==> config.mk <==
export PLATFORM = sky130hd
export DESIGN_NAME = dec_rr_arbiter_flat
export DESIGN_NICKNAME = d
export VERILOG_FILES = /design/src/rtl/dec_rr_arbiter_pkg.sv /design/src/rtl/dec_rr_arbiter_if.sv /design/src/rtl/dec_rr_arbiter_rr_pick.sv /design/src/rtl/dec_rr_arbiter.sv /design/src/flat_wrapper.sv
export SDC_FILE = /design/constraint.sdc
export NUM_CORES = 1
export LEC_CHECK = 0
export ABC_AREA = 1
export ABC_CLOCK_PERIOD_IN_PS = 5000
export CAP_MARGIN = 40
export CORE_MARGIN = 8
export CORE_UTILIZATION = 35
export CTS_CLUSTER_SIZE = 20
export DETAILED_ROUTE_END_ITERATION = 10
export GPL_ROUTABILITY_DRIVEN = 1
export GPL_TIMING_DRIVEN = 0
export HOLD_SLACK_MARGIN = 0.05
export SLEW_MARGIN = 20
export SYNTH_ARGS = -nofsm -noshare
export SYNTH_HDL_FRONTEND = slang
export SYNTH_SLANG_ARGS = --single-unit
==> constraint.sdc <==
create_clock -name clk -period 5 [get_ports clk]
set_clock_uncertainty 0.05 [all_clocks]
set_input_delay 1 -clock clk [delete_from_list [all_inputs] [get_ports clk]]
set_output_delay 1 -clock clk [all_outputs]
set_load 0.01 [all_outputs]
==> src/rtl/dec_rr_arbiter_pkg.sv <==
// Shared types and constants for the round-robin decoder arbiter.
package dec_rr_arbiter_pkg;

    localparam int SEL_W  = 5;
    localparam int HOLD_W = 8;

    typedef enum logic [1:0] {
        IDLE  = 2'd0,
        GRANT = 2'd1,
        GAP   = 2'd2
    } state_t;

    // Advance an index by one, wrapping at n rather than at 2**SEL_W.
    function automatic logic [SEL_W-1:0] wrap_inc(input logic [SEL_W-1:0] v, input int n);
        if (int'(v) >= n - 1) begin
            return '0;
        end
        return v + 1'b1;
    endfunction

endpackage

==> src/rtl/dec_rr_arbiter_if.sv <==
// Request/grant bundle between the requesters and the arbiter that feeds the decoder.
interface dec_rr_arbiter_if #(parameter int N = 32);
    import dec_rr_arbiter_pkg::*;

    logic [N-1:0]     req;
    logic [SEL_W-1:0] sel;
    logic             en;
    logic             busy;

    modport master (input req, output sel, output en, output busy);
    modport slave  (output req, input sel, input en, input busy);
endinterface

==> src/rtl/dec_rr_arbiter_rr_pick.sv <==
// Combinational round-robin pick: first set request at or after ptr, wrapping modulo N.
module rr_pick #(
    parameter int N = 32
) (
    input  logic [N-1:0] req,
    input  logic [4:0]   ptr,
    output logic [4:0]   winner,
    output logic         any
);
    logic [63:0] req_ext;
    logic [5:0]  idx;

    // Scan N positions starting at ptr; the first hit wins.
    always_comb begin
        req_ext        = '0;
        req_ext[N-1:0] = req;
        winner         = '0;
        any            = 1'b0;
        idx            = '0;
        for (int i = 0; i < N; i++) begin
            idx = {1'b0, ptr} + 6'(i);
            if (idx >= 6'(N)) begin
                idx = idx - 6'(N);
            end
            if (!any && req_ext[idx]) begin
                any    = 1'b1;
                winner = idx[4:0];
            end
        end
    end
endmodule

==> src/rtl/dec_rr_arbiter.sv <==
// Round-robin arbiter driving the select/enable of the shared 5-to-32 decoder.
module dec_rr_arbiter
    import dec_rr_arbiter_pkg::*;
#(
    parameter int N        = 32,
    parameter int MAX_HOLD = 8
) (
    input  logic              clk,
    input  logic              rst,
    dec_rr_arbiter_if.master  bus
);
    state_t            state_q, state_d;
    logic [SEL_W-1:0]  sel_q, sel_d;
    logic [SEL_W-1:0]  ptr_q, ptr_d;
    logic [HOLD_W-1:0] hold_cnt_q, hold_cnt_d;

    logic [SEL_W-1:0]  winner;
    logic              any_req;
    logic              own_req;
    logic              other_req;

    rr_pick #(.N(N)) u_pick (
        .req    (bus.req),
        .ptr    (ptr_q),
        .winner (winner),
        .any    (any_req)
    );

    // Split the request vector into the current holder and everyone else.
    always_comb begin
        own_req   = 1'b0;
        other_req = 1'b0;
        for (int i = 0; i < N; i++) begin
            if (5'(i) == sel_q) begin
                own_req = own_req | bus.req[i];
            end else begin
                other_req = other_req | bus.req[i];
            end
        end
    end

    // State and datapath registers; reset wins over any pending request.
    always_ff @(posedge clk) begin
        if (rst) begin
            state_q    <= IDLE;
            sel_q      <= '0;
            ptr_q      <= '0;
            hold_cnt_q <= '0;
        end else begin
            state_q    <= state_d;
            sel_q      <= sel_d;
            ptr_q      <= ptr_d;
            hold_cnt_q <= hold_cnt_d;
        end
    end

    // Next-state logic: grant, hold quota, preemption and the one-cycle gap.
    always_comb begin
        state_d    = state_q;
        sel_d      = sel_q;
        ptr_d      = ptr_q;
        hold_cnt_d = hold_cnt_q;
        case (state_q)
            IDLE: begin
                if (any_req) begin
                    state_d    = GRANT;
                    sel_d      = winner;
                    hold_cnt_d = '0;
                end
            end
            GRANT: begin
                if (!own_req) begin
                    state_d = GAP;
                    ptr_d   = wrap_inc(sel_q, N);
                end else if (hold_cnt_q == HOLD_W'(MAX_HOLD - 1)) begin
                    if (other_req) begin
                        state_d = GAP;
                        ptr_d   = wrap_inc(sel_q, N);
                    end else begin
                        hold_cnt_d = '0;
                    end
                end else begin
                    hold_cnt_d = hold_cnt_q + 1'b1;
                end
            end
            GAP: begin
                if (any_req) begin
                    state_d    = GRANT;
                    sel_d      = winner;
                    hold_cnt_d = '0;
                end else begin
                    state_d = IDLE;
                end
            end
            default: begin
                state_d = IDLE;
            end
        endcase
    end

    // Outputs come straight from flops, so req never reaches them combinationally.
    always_comb begin
        bus.sel  = sel_q;
        bus.en   = (state_q == GRANT);
        bus.busy = (state_q != IDLE);
    end
endmodule

==> src/flat_wrapper.sv <==
// flat-port wrapper written by rule: the top's interface ports become plain ports
module dec_rr_arbiter_flat import dec_rr_arbiter_pkg::*;
#(
    parameter int N        = 32,
    parameter int MAX_HOLD = 8
)
  (clk, rst, bus_req, bus_sel, bus_en, bus_busy);
  dec_rr_arbiter_if #(.N(N)) bus_i ();
  input  logic clk;
  input  logic rst;
  input wire logic [$bits(bus_i.req)-1:0] bus_req;
  output wire logic [$bits(bus_i.sel)-1:0] bus_sel;
  output wire logic [$bits(bus_i.en)-1:0] bus_en;
  output wire logic [$bits(bus_i.busy)-1:0] bus_busy;
  assign bus_i.req = bus_req;
  assign bus_sel = bus_i.sel;
  assign bus_en = bus_i.en;
  assign bus_busy = bus_i.busy;
  dec_rr_arbiter #(.N(N), .MAX_HOLD(MAX_HOLD)) u_core (.clk(clk), .rst(rst), .bus(bus_i));
endmodule
; ---- After elaboration in Yosys (flattened, before gate mapping)
; Index checks and enable logic that the tools add are counted.
[totals]
regBits = 20
wordCells = 557
output_inout_bits = 7
[classes]
n_addsub = 65
eq_ne = 42
mux = 248
n_reduce_logical = 71
n_bitwise = 62
n_lt_le_gt_ge = 65
[op_table]
columns = operator, count
row1 = 6-bit by 7-bit < comparator with 1-bit output (second input constant), 32
row2 = 1-bit binary-select mux with 6-bit select, 32
row3 = 6-bit 2-to-1 mux, 32
row4 = 5-bit 2-to-1 mux, 38
row5 = 6-bit >= comparator (second input constant), 31
row6 = 6-bit subtractor (second input constant), 31
row7 = 1-bit 2-to-1 mux, 136
row8 = 5-bit by 5-bit adder with 6-bit output (second input constant), 16
row9 = 5-bit equality test (first input constant), 16
row10 = 1-bit bitwise OR, 62
row11 = 5-bit by 4-bit adder with 6-bit output (second input constant), 8
row12 = 4-bit by 5-bit equality test with 1-bit output (first input constant), 8
row13 = 8-bit 2-to-1 mux, 4
row14 = 1-bit logical AND, 31
row15 = 1-bit logical NOT, 31
row16 = 5-bit by 3-bit adder with 6-bit output (second input constant), 4
row17 = 3-bit by 5-bit equality test with 1-bit output (first input constant), 4
row18 = 8-bit case mux with 2 select lines, 1
row19 = 5-bit by 2-bit adder with 6-bit output (second input constant), 2
row20 = 2-bit by 5-bit equality test with 1-bit output (first input constant), 2
row21 = 3-bit != test (second input constant), 3
row22 = 8-bit by 1-bit adder with 8-bit output (second input constant), 1
row23 = 8-bit by 3-bit equality test with 1-bit output (second input constant), 1
row24 = 2-bit 2-to-1 mux, 4
row25 = other kinds (18), 23

; ---- Longest topological paths before layout
; Gate-level depths: netlist of run 1.
[depth]
ltp_word = 100
mapped_depth = 38
ltp_nobuf = 33

; ---- Modules after synthesis
; From an unflattened synthesis of run 1, not the netlist that was laid out.
[hier_totals]
cells_unflattened = 1163
area_unflattened_um2 = 6075.8
[by_module_without_submodules]
columns = module, seq_area_each_um2, instances, area_per_inst_um2, cells_each
row1 = rr_pick, 0.0, 1, 4211.5, 830
row2 = dec_rr_arbiter, 400.4, 1, 1864.3, 333

; ---- Worst setup path before layout of run 1
; Ideal clock, no wire load.
[synth_path]
path_type = register to register
start = register u_core.ptr_q[1]
end = register u_core.hold_cnt_q[3]
path_stages_with_launch = 34
path_buffers = 5
period_less_slack_ns = 4.873
setup_ns = 0.132
t_arrival_ns = 4.690
required_time_ns = 4.818
setup_slack_ns = 0.127
path_cell_list = dfxtp_1 buf_2 inv_2 buf_2 clkbuf_1 ha_1 clkbuf_2 inv_2 buf_4 nand3_1 nand3_1 nand3_1 nand3_1 nand2_2 nor2_4 nand4_4 nor2_8 nand4_4 nor2_4 nand4_4 nor2_4 nand4_4 nor2_4 nand4_4 nor2_8 nand4_4 nor2_8 nand4_4 nor2_4 nand3_4 nand2_8 nand2_2 nand2_1 a21oi_1
[synth_via]
elab_chain_len = 100
word_cells_on_any_way = 287
classes_between = 63 x add/sub / 32 x order compare / 1 x eq/ne / 128 x mux / 63 x reduce/logical
[synth_rtl]
columns = item, line
row1 = from (decl), dec_rr_arbiter.sv:14  ; logic [SEL_W-1:0] ptr_q, ptr_d;
row2 = from (signal assigned), dec_rr_arbiter.sv:52  ; ptr_q <= ptr_d;
row3 = branches (longest 97 deep; another with 5-bit by 1-bit adder with 6-bit output), -
row4 = 1-bit 2-to-1 mux (*), dec_rr_arbiter_rr_pick.sv:25  ; if (!any && req_ext[idx]) begin
row5 = 2-bit by 1-bit != test with 1-bit output (no source line) (*), -
row6 = 4-bit AND reduction (no source line) (*), -
row7 = to (signal assigned), dec_rr_arbiter.sv:53  ; hold_cnt_q <= hold_cnt_d;
row8 = to (decl), dec_rr_arbiter.sv:15  ; logic [HOLD_W-1:0] hold_cnt_q, hold_cnt_d;
; Every way passes the cells marked *. The select of a mux whose other input is x is not followed.
; A chain may end at the register's enable or synchronous reset.

; ---- Final worst setup path of run 1
[layout_path]
start = input port bus_req[26]
end = register u_core.sel_q[4] (netlist: u_core.bus.sel[4])
[layout_via]
elab_chain_len = 97
word_cells_on_any_way = 191
classes_between = 128 x mux / 63 x reduce/logical
[layout_rtl]
columns = item, line
row1 = from (decl), flat_wrapper.sv:11  ; input wire logic [$bits(bus_i.req)-1:0] bus_req;
row2 = 1-bit binary-select mux with 6-bit select, dec_rr_arbiter_rr_pick.sv:25
row3 = 1-bit 2-to-1 mux (implied by the code), dec_rr_arbiter_rr_pick.sv:25
row4 = 1-bit 2-to-1 mux, dec_rr_arbiter_rr_pick.sv:25
row5 = 1-bit logical NOT, dec_rr_arbiter_rr_pick.sv:25
row6 = 1-bit logical AND, dec_rr_arbiter_rr_pick.sv:25
row7 = 1-bit 2-to-1 mux, dec_rr_arbiter_rr_pick.sv:25
row8 = 1-bit logical NOT, dec_rr_arbiter_rr_pick.sv:25
row9 = 1-bit logical AND, dec_rr_arbiter_rr_pick.sv:25
row10 = (+81 left out), -
row11 = 1-bit 2-to-1 mux, dec_rr_arbiter_rr_pick.sv:25
row12 = 1-bit logical NOT, dec_rr_arbiter_rr_pick.sv:25
row13 = 1-bit logical AND, dec_rr_arbiter_rr_pick.sv:25
row14 = 1-bit 2-to-1 mux, dec_rr_arbiter_rr_pick.sv:25
row15 = 1-bit logical NOT, dec_rr_arbiter_rr_pick.sv:25
row16 = 1-bit logical AND, dec_rr_arbiter_rr_pick.sv:25
row17 = 1-bit 2-to-1 mux, dec_rr_arbiter_rr_pick.sv:25
row18 = 2-bit AND reduction (no source line), -
row19 = to (signal assigned), dec_rr_arbiter.sv:51  ; sel_q <= sel_d;
row20 = to (decl), dec_rr_arbiter.sv:13  ; logic [SEL_W-1:0] sel_q, sel_d;
; Several ways; a longest one is shown, not always the timed one. The select of a mux whose other input is x is not followed.

==> results of run 1 <==
## registers in the layout (all words and copies together), names as in the netlist
register / count
u_core.hold_cnt_q: 8
u_core.ptr_q: 5
u_core.state_q: 2
u_core.bus.sel: 5
## logic make-up after synthesis
logic type               share of synthesized area (%)
AO/OA/AOI/OAI                                     10.0
XOR/XNOR                                          4.08
adder cells (fa/ha/maj)                           4.19
buffers and inverters                             12.9
flip-flops                                        6.70
AND/OR/NAND/NOR                                   62.2
## worst max-delay path, stage by stage
cell and delay (ns):
clkdlybuf4s50_1 0.49, nand2_1 0.14, nand3_1 0.11, nand3_2 0.13
nand3_1 0.12, nand3_2 0.15, nand2_4 0.10, nor2_4 0.12
nand4_4 0.15, nor2_8 0.15, nand4_4 0.11, nor2_4 0.15
nand4_4 0.11, nor2_4 0.14, nand4_4 0.12, nor2_4 0.16
nand4_4 0.15, nor3_4 0.27, nand4_1 0.17, nor3_1 0.28
nand2_1 0.17, nor2_1 0.12, nor2_1 0.05, nand3_1 0.08
nor2_1 0.07, nor2_1 0.08
## power by group
part           switching, W  internal (W)
logic               0.00306       0.00124
clock network     0.0000564      0.000159
registers         0.0000522      0.000192
total               0.00317       0.00159
## layer usage
layer / GRT usage (%) / wire [um]
met5: 0 / 0
met3: 3.24 / 2360
met4: 9.69 / 1070
met1: 29.4 / 10900
met2: 34.6 / 10900
## worst paths after layout
path | startpoint | end | cells past startpoint
setup / recovery | bus_req[26] | u_core.bus.sel[4] | 26
hold reg to reg | u_core.hold_cnt_q[3] | u_core.hold_cnt_q[3] | 2
setup reg to reg | u_core.ptr_q[2] | u_core.bus.sel[4] | 33
hold / removal | u_core.hold_cnt_q[3] | u_core.hold_cnt_q[3] | 2
## placed cells by master, fill, tap and decap left out, types with 7 or more instances in the layout
master	synthesis	routed
clkdlybuf4s50_1	0	12
o21ai_0	26	26
inv_2	10	10
buf_6	6	12
nand2_2	6	10
nor3_1	25	25
ha_1	20	18
nand3_2	5	15
nand2_1	269	264
xor2_1	14	14
nor2_1	127	127
o22ai_1	8	8
buf_4	5	23
nand3_1	277	267
nand4_1	28	28
nand4_4	7	7
buf_2	18	13
inv_1	128	125
dlymetal6s2s_1	0	28
dfxtp_1	20	18
a21oi_1	25	25
## stage by stage
| stage | power (W) | setup TNS, ns | hold WS (ns) | util, % |
|---|---|---|---|---|
| final | 0.00476 | 0 | 0.430 | 43.2 |
| after global routing | 0.00513 | -0.133 | 0.473 | 43.2 |
| after CTS | 0.00456 | 0 | 0.433 | 41.8 |
| after detailed placement | 0.00420 | -15.19 | 0.426 | 40.0 |
| after global placement | 0.00421 | -14.97 | 0.419 | 40.0 |
| after floorplan | 0.00307 | 0 | 0.410 | - |
## repair_timing
action,CTS,global route
hold buffers,0,0
gates resized for setup,30,51
setup buffers,12,8
pin swaps,11,11
hold endpoints to repair,0,0
endpoints found under the setup margin,14,14
## layout make-up
type / instances / area, um2
Clock inverter: 1 / 30.0
Inverter: 141 / 544
Clock buffer: 3 / 75.1
Timing Repair Buffer: 60 / 633
Fill cell: 1800 / 9460
Buffer: 38 / 302
Tap cell: 220 / 275
Multi-Input combinational cell: 911 / 4920
Sequential cell: 20 / 403
==> metrics.md, run 1 <==
| Metric | Value |
|---|---|
| Vias in the first global route | `7,056` |
| DP Cell Count | `between 1,000 and 1,500` |
| Synth Flop Type | `dfxtp_1` |
| Fin crit period | `~4.8 ns` |
| Synth cell count leaders | `nand3_1, nand2_1, inv_1` |
| 1st-pass router iterations | `6` |
| Leak pwr | `between 3 and 4 nW` |
| I/O Buffers | `40` |
| Area delta synth->final | `20.3%` |
| Antenna violations before repair | `0` |
| Initial Util | `between 30% and 40%` |
| Share of layout cells above drive strength 1 | `about an eighth` |
| Register bit total from synthesis | `20` |
| Most frequent cell after synthesis | `nand3_1` |
| Largest net degree at the start of global routing | `16` |
| Die ar. | `approximately 0.022 mm2` |
| Leading area contributor after synthesis | `nand3_1` |
| Post-route cell area | `slightly above 0.007 mm2` |
| Kind of critical path | `input pin to flip-flop` |
| Worst-Skew Late Latency | `around 0.25 ns` |
| Maxcap violations | `0` |
| Wire per inst | `~18 um` |
| Final Hold Viols | `0` |
| Drt via density | `roughly 5.7` |
| Post-synth cell types | `56` |
| Core Area | `0.0166 mm2` |
| Worst Path Max Fanout | `7` |
| CTS root buffer | `clkbuf_16` |
| EDFF count, synth | `0` |
| Power Density | `~660 mW/mm2` |
| Synthesized area per cell | `between 5 and 6 um2` |
| Worst path required time | `5.14 ns` |
| Post-synth design cell area | `roughly 0.0060 mm2` |
| Fin crit share | `95.5%` |
| Worst-Margin Slew | `0.916 ns` |
| Async S/R FF share, synth | `0%` |
| NumNets Final | `about 1,200` |
| Routed Antenna Nets | `0` |
| Placed inst area | `about 0.0067 mm2` |
| Die W | `~150 um` |
| IO Count | `approximately 40` |
| H-Tree Depth | `1` |
| Mapped Cells | `~1,100` |
| DRT Wirelength | `about 25 mm` |
| Fmax | `~210 MHz` |
| Status | `finished, final reports clean` |
| Antenna diode count | `0` |
| Cell Rows | `47` |
| DP HPWL | `~20 mm` |
| Grt total ovfl | `0` |
| Initial DRC count | `885` |
| Final worst slack | `roughly 0.22 ns` |
| Residual DRC | `0` |
| First-pass GRT wire length | `between 30 and 40 mm` |
| Worst Setup End Kind | `flip-flop` |
| Max-slew violations | `0` |
| Startpoint Class | `input pin` |
| Ys Warns | `0` |
| Number of buffers created by CTS | `3` |
| Clock transition at path regs | `about 0.060 ns` |
| Max Root-Sink Buffers | `2` |
| Pre-CTS WS | `-1.13 ns` |
| GRT Total Usage | `~22%` |
| Crit path DAT | `between 4 and 5 ns` |
| Area contributors post-synth | `nand3_1, nand2_1, inv_1` |
| Die height | `approximately 150 um` |
| CTS tree | `yes` |
| Worst vdd ir | `0.000295 V` |
| Flop2flop setup slack | `0.25 ns` |
| Gpl congestion | `~0.99` |
| Hold crit path type | `flip-flop to flip-flop` |
| Max_slew headroom | `about two fifths` |
| Sequential area share after synthesis | `~6.7%` |
| Non-filler instance count after layout | `approximately 1,400` |
| Synthesized net count | `around 1,200` |
| Setup violators final | `0` |
| Via Count | `7,899` |
| Yosys top cell area share | `about 23%` |
| Clock sinks | `20` |
No activity file was read; power rests on OpenSTA's default activity.
==> run 2: changes to the inputs <==
MAX_ROUTING_LAYER = met4   (was default)
==> run 2 against run 1 <==
Effect of this change: global-route usage increased by 1.1 points; count of clock-buffer cells in the layout increased by 1; flip-flop and latch count unchanged; hold slack improved by 0.0055 ns; largest power group unchanged; critical endpoint unchanged.
==> metrics.md, run 2 (same netlist as run 1, synthesis figures left out) <==
| Metric | Value |
|---|---|
| Worst path required time | `5.14 ns (about the same)` |
| Routed Antenna Nets | `0 (unchanged)` |
| NumNets Final | `1,230 (+0.081%)` |
| Placed inst area | `0.00665 mm2 (unchanged)` |
| Via Count | `7,766 (-1.7%)` |
| IO Count | `41 (unchanged)` |
| Die W | `147 um (unchanged)` |
| Vias in the first global route | `6,992 (-0.91%)` |
| Share of layout cells above drive strength 1 | `11.4% (-0.27 points)` |
| First-pass GRT wire length | `39.2 mm (+2.4%)` |
| Max-slew violations | `0 (unchanged)` |
| Die height | `147 um (unchanged)` |
| Max Root-Sink Buffers | `2 (unchanged)` |
| Worst-Skew Late Latency | `0.25 ns (about the same)` |
| Commonest non-fill, non-tap cells in the layout | `nand3_1, nand2_1, inv_1, nor2_1, dlymetal6s2s_1` |
| Area delta synth->final | `20.0%` |
| Antenna diode count | `0 (unchanged)` |
| Worst-Margin Slew | `0.930 ns (+0.0137 ns)` |
| Fin crit period | `4.75 ns (-0.0235 ns)` |
| GRT Total Usage | `23.3% (+1.1 points)` |
| Net switching power | `0.00318 W (+0.17%)` |
| DR top layer | `met4` |
| Antenna violations before repair | `0 (unchanged)` |
| Initial Util | `35.9% (unchanged)` |
| Seq pwr share | `5.2% (about the same)` |
| Number of buffers created by CTS | `3 (unchanged)` |
| CTS tree | `yes` |
| Cell Rows | `47 (unchanged)` |
| Clock transition at path regs | `0.06 ns (about the same)` |
| Status | `finished, final reports clean` |
| H-Tree Depth | `1 (unchanged)` |
| Fill cells | `1,808 (+0.44%)` |
| Startpoint Class | `flip-flop` |
| Maxcap violations | `0 (unchanged)` |
| Internal | `0.00158 W (-0.68%)` |
| Clock sinks | `20 (unchanged)` |
| Final worst slack | `0.247 ns (+0.0235 ns)` |
| Drt via density | `5.57 (-1.8%)` |
| Residual DRC | `0 (unchanged)` |
| Fmax | `210 MHz (+0.49%)` |
| Kind of critical path | `flip-flop to flip-flop` |
| Met3 Wirelength | `1.88 mm (-20%)` |
| Comb pwr share | `91.0% (+0.6 points)` |
| Worst vdd ir | `0.000232 V (-21%)` |
| Hold crit path type | `flip-flop to flip-flop` |
| I/O Buffers | `40 (unchanged)` |
| Max_slew headroom | `37.3% (-0.92 points)` |
| Post-route cell area | `0.00717 mm2 (-0.19%)` |
| Leak pwr | `3.69 nW (+1.2%)` |
| Worst Setup End Kind | `flip-flop` |
| Crit path DAT | `4.89 ns (-0.02 ns)` |
| Initial DRC count | `806 (-8.9%)` |
| Setup violators final | `0 (unchanged)` |
| 1st-pass router iterations | `5 (-1)` |
| Die ar. | `0.0215 mm2 (unchanged)` |
| Final Core Density | `43.1% (-0.083 points)` |
| Fin crit share | `95.1% (-0.47 points)` |
| Largest net degree at the start of global routing | `16 (unchanged)` |
| Pre-CTS WS | `-1.15 ns (-0.0109 ns)` |
| Power Density | `663 mW/mm2 (about the same)` |
| DP HPWL | `20.6 mm (+0.72%)` |
| Worst Path Max Fanout | `15 (+8)` |
| Final Hold Viols | `0 (unchanged)` |
| CTS root buffer | `clkbuf_16` |
| WL met1 | `11.3 mm (+4.2%)` |
| Commonest non-fill, non-tap cell in the layout | `nand3_1` |
| DRT Wirelength | `25.3 mm (+0.58%)` |
| Wire per inst | `18.1 um (+0.50%)` |
| Gpl congestion | `0.996 (+0.28%)` |
| Number of flip-flops under the largest register name | `8 (unchanged)` |
| Hold_buf cts | `0 (unchanged)` |
| Core Area | `0.0166 mm2 (unchanged)` |
| Clock power share | `3.8% (-0.7 points)` |
| Switching share of total power | `66.8% (+0.19 points)` |
| Metal2 WL | `11.2 mm (+3.5%)` |
| Top reg by flops | `u_core.hold_cnt_q` |
| Grt total ovfl | `0 (unchanged)` |
-- run 2: changes by cell type in the layout (fill, tap and decap cells not counted), moves of 3 or more --
cell | before | now
clkdlybuf4s50_1 | 12 | 8
o21ai_0 | 26 | 23
dlymetal6s2s_1 | 28 | 32
nand3_1 | 267 | 272
nand3_2 | 15 | 10
o21ai_1 | 4 | 7
-- run 2: power groups by stage --
stage	registers [W]	logic (W)	clock network, W
finish	0.000245	0.00433	0.000181
global route	0.000249	0.00470	0.000190
CTS	0.000243	0.00407	0.000184
detailed placement	0.000244	0.00394	0
global placement	0.000245	0.00394	0
floorplan	0.000232	0.00284	0
-- run 2: path summary, 6_finish.rpt --
check,start,endpoint,slack (ns),cells after the start
setup reg to reg,u_core.ptr_q[2],u_core.bus.sel[4],0.25,27
setup / recovery,u_core.ptr_q[2],u_core.bus.sel[4],0.25,27
hold reg to reg,u_core.hold_cnt_q[3],u_core.hold_cnt_q[3],0.44,2
hold / removal,u_core.hold_cnt_q[3],u_core.hold_cnt_q[3],0.44,2
-- run 2: cell type report --
cell class | instances | area [um2] | share of cell area [%]
inverter | 141 | 541 | 7.54
clock buffer | 4 | 88.8 | 1.24
tap | 220 | 275 | 3.84
timing repair buffer | 60 | 631 | 8.79
buffer | 38 | 308 | 4.29
sequential | 20 | 408 | 5.69
multi-input combinational | 912 | 4920 | 68.6
-- run 2: metrics by stage --
stage | hold slack, ns | TNS [ns] | instances | total power, W
2_1_floorplan | 0.410 | 0 | 1111 | 0.00307
3_3_place_gp | 0.420 | -15.66 | 1371 | 0.00419
3_5_place_dp | 0.433 | -15.42 | 1371 | 0.00419
4_1_cts | 0.440 | 0 | 1386 | 0.00450
5_1_grt | 0.462 | -0.00660 | 1395 | 0.00514
6_report | 0.436 | 0 | 1395 | 0.00476
-- run 2: layer usage --
layer,up-vias,global-route usage [%]
li1,3853,-
met2,333,36.0
met1,3526,31.7
met3,54,1.48
met4,0,7.16
met5,-,-
-- run 2: critical path, cell delays in order (launching register included) --
cell     delay [ns]
dfxtp_4        0.37
buf_6          0.15
inv_1          0.18
buf_6          0.24
ha_1           0.22
inv_1          0.06
o21ai_0        0.20
xor2_1         0.46
inv_1          0.13
nand3_1        0.13
o21ai_2        0.11
inv_2          0.08
nand4_4        0.13
nor2_4         0.14
nand4_4        0.12
nor2_4         0.14
nand4_4        0.13
nor2_4         0.16
nand4_4        0.18
nor3_4         0.26
nand4_1        0.14
nor3_1         0.28
nand2_1        0.19
nor2_1         0.13
nor2_1         0.06
nand3_1        0.08
nor2_1         0.07
nor2_1         0.08
-- run 2: what timing repair did --
item                       4_1_cts  5_1_grt
setup endpoints to repair       14       14
cloned                           1        0
resized for setup               28       61
setup buffers                   11        9
pin swaps                       11       11
